==> config.mk <==
export PLATFORM = sky130hd
export DESIGN_NAME = sram_sraml_bridge
export DESIGN_NICKNAME = d
export VERILOG_FILES = /design/src/rtl/sram_sraml_bridge.sv
export SDC_FILE = /design/constraint.sdc
export NUM_CORES = 1
export LEC_CHECK = 0
export CAP_MARGIN = 20
export CORE_MARGIN = 8
export CORE_UTILIZATION = 41
export CTS_CLUSTER_SIZE = 14
export DETAILED_ROUTE_END_ITERATION = 8
export PLACE_DENSITY_LB_ADDON = 0.08
export SLEW_MARGIN = 20
export SYNTH_ARGS = -nofsm -noshare
export SYNTH_HDL_FRONTEND = slang
export SYNTH_SLANG_ARGS = --single-unit
==> constraint.sdc <==
create_clock -name clk -period 2.32 [get_ports clk]
set_input_delay 0.348 -clock clk [delete_from_list [all_inputs] [get_ports clk]]
set_output_delay 0.348 -clock clk [all_outputs]
set_load 0.02 [all_outputs]
==> src/rtl/sram_sraml_bridge.sv <==
// Bridges a single-cycle SRAM-style pipeline access onto a one-outstanding
// SRAM-like req/addr_ok/data_ok handshake, holding read data until the core unstalls.
module sram_sraml_bridge #(
   parameter int unsigned ADDR_W    = 32,
   parameter bit          READ_ONLY = 1'b0
) (
   input  logic              clk,
   input  logic              rst,
   input  logic              sram_en,
   input  logic [ADDR_W-1:0] sram_addr,
   input  logic [3:0]        sram_wen,
   input  logic [31:0]       sram_wdata,
   output logic [31:0]       sram_rdata,
   output logic              stall,
   input  logic              longest_stall,
   output logic              err,
   output logic              req,
   output logic              wr,
   output logic [1:0]        size,
   output logic [ADDR_W-1:0] addr,
   output logic [31:0]       wdata,
   input  logic              addr_ok,
   input  logic              data_ok,
   input  logic [31:0]       rdata
);

   localparam int unsigned DATA_W = 32;

   typedef enum logic [1:0] {
      S_IDLE = 2'd0,
      S_ADDR = 2'd1,
      S_DATA = 2'd2,
      S_DONE = 2'd3
   } state_e;

   state_e              state_q, state_d;
   logic                req_q;
   logic                wr_q;
   logic [1:0]          size_q;
   logic [ADDR_W-1:0]   addr_q;
   logic [DATA_W-1:0]   wdata_q;
   logic [DATA_W-1:0]   hold_q;
   logic                err_q, err_d;

   logic                wen_legal;
   logic [1:0]          enc_size;
   logic [1:0]          enc_off;
   logic                enc_wr;
   logic                start;
   logic                capture;

   // Byte-enable pattern to transfer size and low address bits
   always_comb begin
      wen_legal = 1'b1;
      enc_size  = 2'd2;
      enc_off   = 2'd0;
      enc_wr    = 1'b1;
      if (READ_ONLY) begin
         enc_wr = 1'b0;
      end else begin
         unique case (sram_wen)
            4'b0000: enc_wr = 1'b0;
            4'b1111: enc_size = 2'd2;
            4'b0011: enc_size = 2'd1;
            4'b1100: begin enc_size = 2'd1; enc_off = 2'd2; end
            4'b0001: enc_size = 2'd0;
            4'b0010: begin enc_size = 2'd0; enc_off = 2'd1; end
            4'b0100: begin enc_size = 2'd0; enc_off = 2'd2; end
            4'b1000: begin enc_size = 2'd0; enc_off = 2'd3; end
            default: begin
               wen_legal = 1'b0;
               enc_wr    = 1'b0;
            end
         endcase
      end
   end

   // Next-state logic; only IDLE accepts a new access
   always_comb begin
      state_d = state_q;
      start   = 1'b0;
      capture = 1'b0;
      err_d   = 1'b0;
      unique case (state_q)
         S_IDLE: begin
            if (sram_en) begin
               if (wen_legal) begin
                  start   = 1'b1;
                  state_d = S_ADDR;
               end else begin
                  err_d = 1'b1;
               end
            end
         end
         S_ADDR: begin
            if (addr_ok) begin
               if (data_ok) begin
                  capture = 1'b1;
                  state_d = S_DONE;
               end else begin
                  state_d = S_DATA;
               end
            end
         end
         S_DATA: begin
            if (data_ok) begin
               capture = 1'b1;
               state_d = S_DONE;
            end
         end
         S_DONE: begin
            if (!longest_stall) begin
               state_d = S_IDLE;
            end
         end
         default: state_d = S_IDLE;
      endcase
   end

   always_ff @(posedge clk or negedge rst) begin
      if (!rst) begin
         state_q <= S_IDLE;
         req_q   <= 1'b0;
         wr_q    <= 1'b0;
         size_q  <= 2'd0;
         addr_q  <= '0;
         wdata_q <= '0;
         hold_q  <= '0;
         err_q   <= 1'b0;
      end else begin
         state_q <= state_d;
         req_q   <= (state_d == S_ADDR);
         err_q   <= err_d;
         if (start) begin
            wr_q    <= enc_wr;
            size_q  <= enc_size;
            addr_q  <= (sram_addr & ~ADDR_W'(3)) | ADDR_W'(enc_off);
            wdata_q <= READ_ONLY ? '0 : sram_wdata;
         end
         if (capture) begin
            hold_q <= rdata;
         end
      end
   end

   // Combinational so the request cycle itself freezes the stage
   assign stall      = sram_en & wen_legal & (state_q != S_DONE);
   assign req        = req_q;
   assign wr         = wr_q;
   assign size       = size_q;
   assign addr       = addr_q;
   assign wdata      = wdata_q;
   assign err        = err_q;
   assign sram_rdata = hold_q;

endmodule

==> results.py <==
metrics = {
    "run_status": {
        "outcome": "completed",
    },
    "clocking": {
        "clk_path_buf_depth": 2,
        "cts_setup_buffers": 0,
        "clk_pin_slew_worst_paths_ns": 0.09,
        "clk_latency_ns": 0.35,
        "cts_tree": "done",
        "htreeDepth": 3,
        "clock_sinks": 103,
        "cts_buffers": 9,
        "cts-root-buf": "clkbuf_8",
    },
    "global_route": {
        "grt_pass1_wl_um": 18100,
        "overflow": 0,
        "grt_pass1_vias": 3395,
        "track_usage_pct": 16.2,
        "antenna_found_initial": 0,
        "grt_max_degree": 47,
    },
    "power_and_ir_drop": {
        "p_comb_share_pct": 51.1,
        "intPower_w": 0.00612,
        "p_seq_share_pct": 33.7,
        "powerDensity_mw_per_mm2": 1370,
        "report.power.total_w": 0.00931,
        "irDropWorstVdd_v": 0.000737,
        "p_leak_nw": 2.90,
        "power_switching_w": 0.00319,
        "clockPowerShare_pct": 15.2,
        "switching_share_pct": 34.3,
    },
    "worst_setup_path": {
        "worstSetupPathType": "input pin to output pin",
        "cp_num_cells": 5,
        "timing.rr.end": "addr[4]",
        "worst_path_max_delay_cell": "clkdlybuf4s50_1",
        "arrival_ns": 1.69,
        "cp_cell_sequence": "clkdlybuf4s50_1 -> o22a_4 -> nand2_1 -> and3b_1 -> dlygate4sd2_1",
        "r2r_start": "state_q[0]",
        "endpoint": "stall",
        "path_delay_family": "buffers and inverters",
        "crit_fanout": 4,
        "critical_path_required_ns": 1.97,
        "max_stage_delay_ns": 0.48,
        "critPathCaptureType": "output pin",
        "worst-path-buf-inv": 2,
        "worstSetupStartpointType": "input pin",
        "rrSetupSlack_ns": 0.33,
        "crit_start": "sram_wen[3]",
        "reg2reg_depth": 6,
    },
    "die": {
        "core_mm2": 0.0102,
        "start_util_pct": 41.9,
        "ioPinCount": 208,
        "fp.dieH_um": 118,
        "die_w_um": 118,
        "dieArea_mm2": 0.0140,
        "rows": 37,
    },
    "synth": {
        "synth.yosys.seq_area_share_pct": 60.1,
        "synth_cell_type_count": 35,
        "syn_area_per_cell_um2": 15.9,
        "ys_top_cells_by_area": "dfrtp_1 60%, mux2_2 14%, mux2_4 11%",
        "synthesis.nets": 380,
        "synth-seq-cells": 103,
        "syn-instance-count": 270,
        "yosys.area.top_type": "dfrtp_1",
        "yosysWarnings": 0,
        "syn_area_mm2": 0.00429,
        "synth_top_area_share_pct": 60.1,
    },
    "final_layout": {
        "num_antenna_cells": 0,
        "drive_above_1_share_pct": 23.7,
        "fin_nets": 599,
        "syn_to_final_growth_pct": 58.4,
    },
    "timing": {
        "max_freq_mhz": 491,
        "finalHoldViolations": 0,
        "rsz0062_at_grt": "no",
        "fin_skew_ns": 0.00623,
        "worst_pin_slew_ns": 0.518,
        "setup_violations": 0,
        "setup_tns_ns": 0,
        "period_share_pct": 87.9,
        "finalMaxSlewViolations": 0,
        "slew_headroom_pct": 65.5,
        "min_period_ns": 2.04,
    },
    "routing": {
        "num_vias": 2974,
        "route.detailed.drc": 0,
        "antenna_violating_nets_post_route": 0,
        "drtIter0Drc": 76,
        "drt-total-wl_um": 11200,
        "vias_per_cell": 4.73,
        "first_pass_iters": 4,
        "wl_per_cell_um": 17.7,
    },
    "worst_hold_path": {
        "hold_path.startpoint": "wdata[23]",
        "hp-class": "flip-flop to flip-flop",
    },
    "flow_run": {
        "drv_cap": 0,
    },
    "placed_design": {
        "io_buffers": 205,
        "gp_congestion": 0.736,
        "hpwl_um": 8700,
    },
}
-- worst min-delay path by stage --
stage	endpoint	slack (ns)	cells past startpoint
2_1_floorplan	addr[0]	0.05	0
3_5_place_dp	sram_rdata[6]	0.36	1
6_report	wdata[23]	0.49	1
3_3_place_gp	sram_rdata[6]	0.36	1
4_1_cts	sram_rdata[6]	0.50	2
5_1_grt	sram_rdata[0]	0.52	1
-- layer usage --
layer	share of wire [%]	routed length, um	global-route usage [%]
met1	38	4280	16.9
met2	48	5350	26.9
met3	12	1310	8.66
met4	1.9	210	6.33
met5	0	0	0
-- cells in the mapped netlist, drive strengths merged --
| library cell | count |
|---|---|
| a211o | 1 |
| a21boi | 1 |
| a21oi | 5 |
| a221oi | 2 |
| a22oi | 1 |
| a2bb2oi | 1 |
| a31oi | 1 |
| and2 | 2 |
| and3b | 1 |
| buf | 14 |
| dfrtp | 103 |
| ha | 4 |
| inv | 6 |
| mux2 | 94 |
| nand2 | 6 |
| nand2b | 1 |
| nand4 | 1 |
| nor2 | 7 |
| nor2b | 2 |
| nor4 | 1 |
| o211ai | 1 |
| o21a | 1 |
| o21ai | 7 |
| o21bai | 1 |
| o221ai | 1 |
| o22a | 2 |
| o22ai | 3 |
-- flip-flops by register name, summed over array words and instances, names as in the netlist --
name and flops:
wr 1, addr 32, state_q 2, req 1, sram_rdata 32, wdata 32
err 1, size 2
-- kinds of logic (layout without fill, tap and decap cells) --
logic type / Yosys count / in the layout / synth area share, %
buffers and inverters: 20 / 243 / 4.03
AOI/OAI and AO/OA: 28 / 28 / 4.87
adders and majority gates: 4 / 4 / 1.17
muxes: 94 / 94 / 27.3
DFF: 103 / 103 / 60.1
and+or+nand+nor: 21 / 21 / 2.51
-- worst reg2reg max path: stages (launching register included) --
cell,delay (ns)
dfrtp_1,0.41
inv_1,0.11
ha_1,0.23
nand2_1,0.20
a21oi_4,0.26
buf_12,0.28
mux2_2,0.39
-- power by group through the flow --
stage                     registers, W  logic, W  clock network (W)
final                          0.00314   0.00476            0.00142
after global routing           0.00327   0.00504            0.00153
after CTS                      0.00315   0.00483            0.00147
after detailed placement       0.00317   0.00482                  0
after global placement         0.00313   0.00476                  0
after floorplan                0.00425   0.00137                  0
-- layout by cell type, fill, tap and decap left out, types with 2 or more instances in the layout --
cell	netlist	routed
and2_1	2	2
clkbuf_8	0	9
buf_4	5	13
a21oi_1	4	4
dfrtp_1	103	103
bufinv_16	0	4
o22ai_1	3	3
mux2_2	52	52
mux2_1	12	12
mux2_4	30	30
ha_1	4	4
clkdlybuf4s50_1	0	203
o21ai_0	7	7
buf_12	3	4
a221oi_1	2	2
inv_1	6	6
nand2_1	6	6
nor2b_1	2	2
nor2_1	7	7
-- timing repair --
item | in CTS | in global routing
setup endpoints to repair | 1 | 0
hold buffers | 1 | 0
endpoints found under the hold margin | 37 | 0
gates resized for setup | 1 | 0
-- stage by stage --
stage | instances | utilization, % | hold WS (ns) | worst slack, ns | cell area, um^2
2_1_floorplan | 270 | - | 0.0524 | 0.583 | 4290
3_3_place_gp | 613 | 63.8 | 0.356 | 0.0134 | 6530
3_5_place_dp | 613 | 63.8 | 0.356 | 0.00204 | 6530
4_1_cts | 629 | 66.4 | 0.498 | 0.268 | 6790
5_1_grt | 629 | 66.4 | 0.518 | 0.156 | 6790
6_report | 629 | 66.4 | 0.493 | 0.282 | 6790
-- cell type report --
| class | count | area (um^2) |
|---|---|---|
| fill | 778 | 3440 |
| sequential | 103 | 2580 |
| timing repair buffer | 222 | 2230 |
| multi-input combinational | 147 | 1540 |
| tap | 136 | 170 |
| clock inverter | 5 | 129 |
| clock buffer | 10 | 128 |
| inverter | 6 | 22.5 |
(Power assumes the default switching activity.)
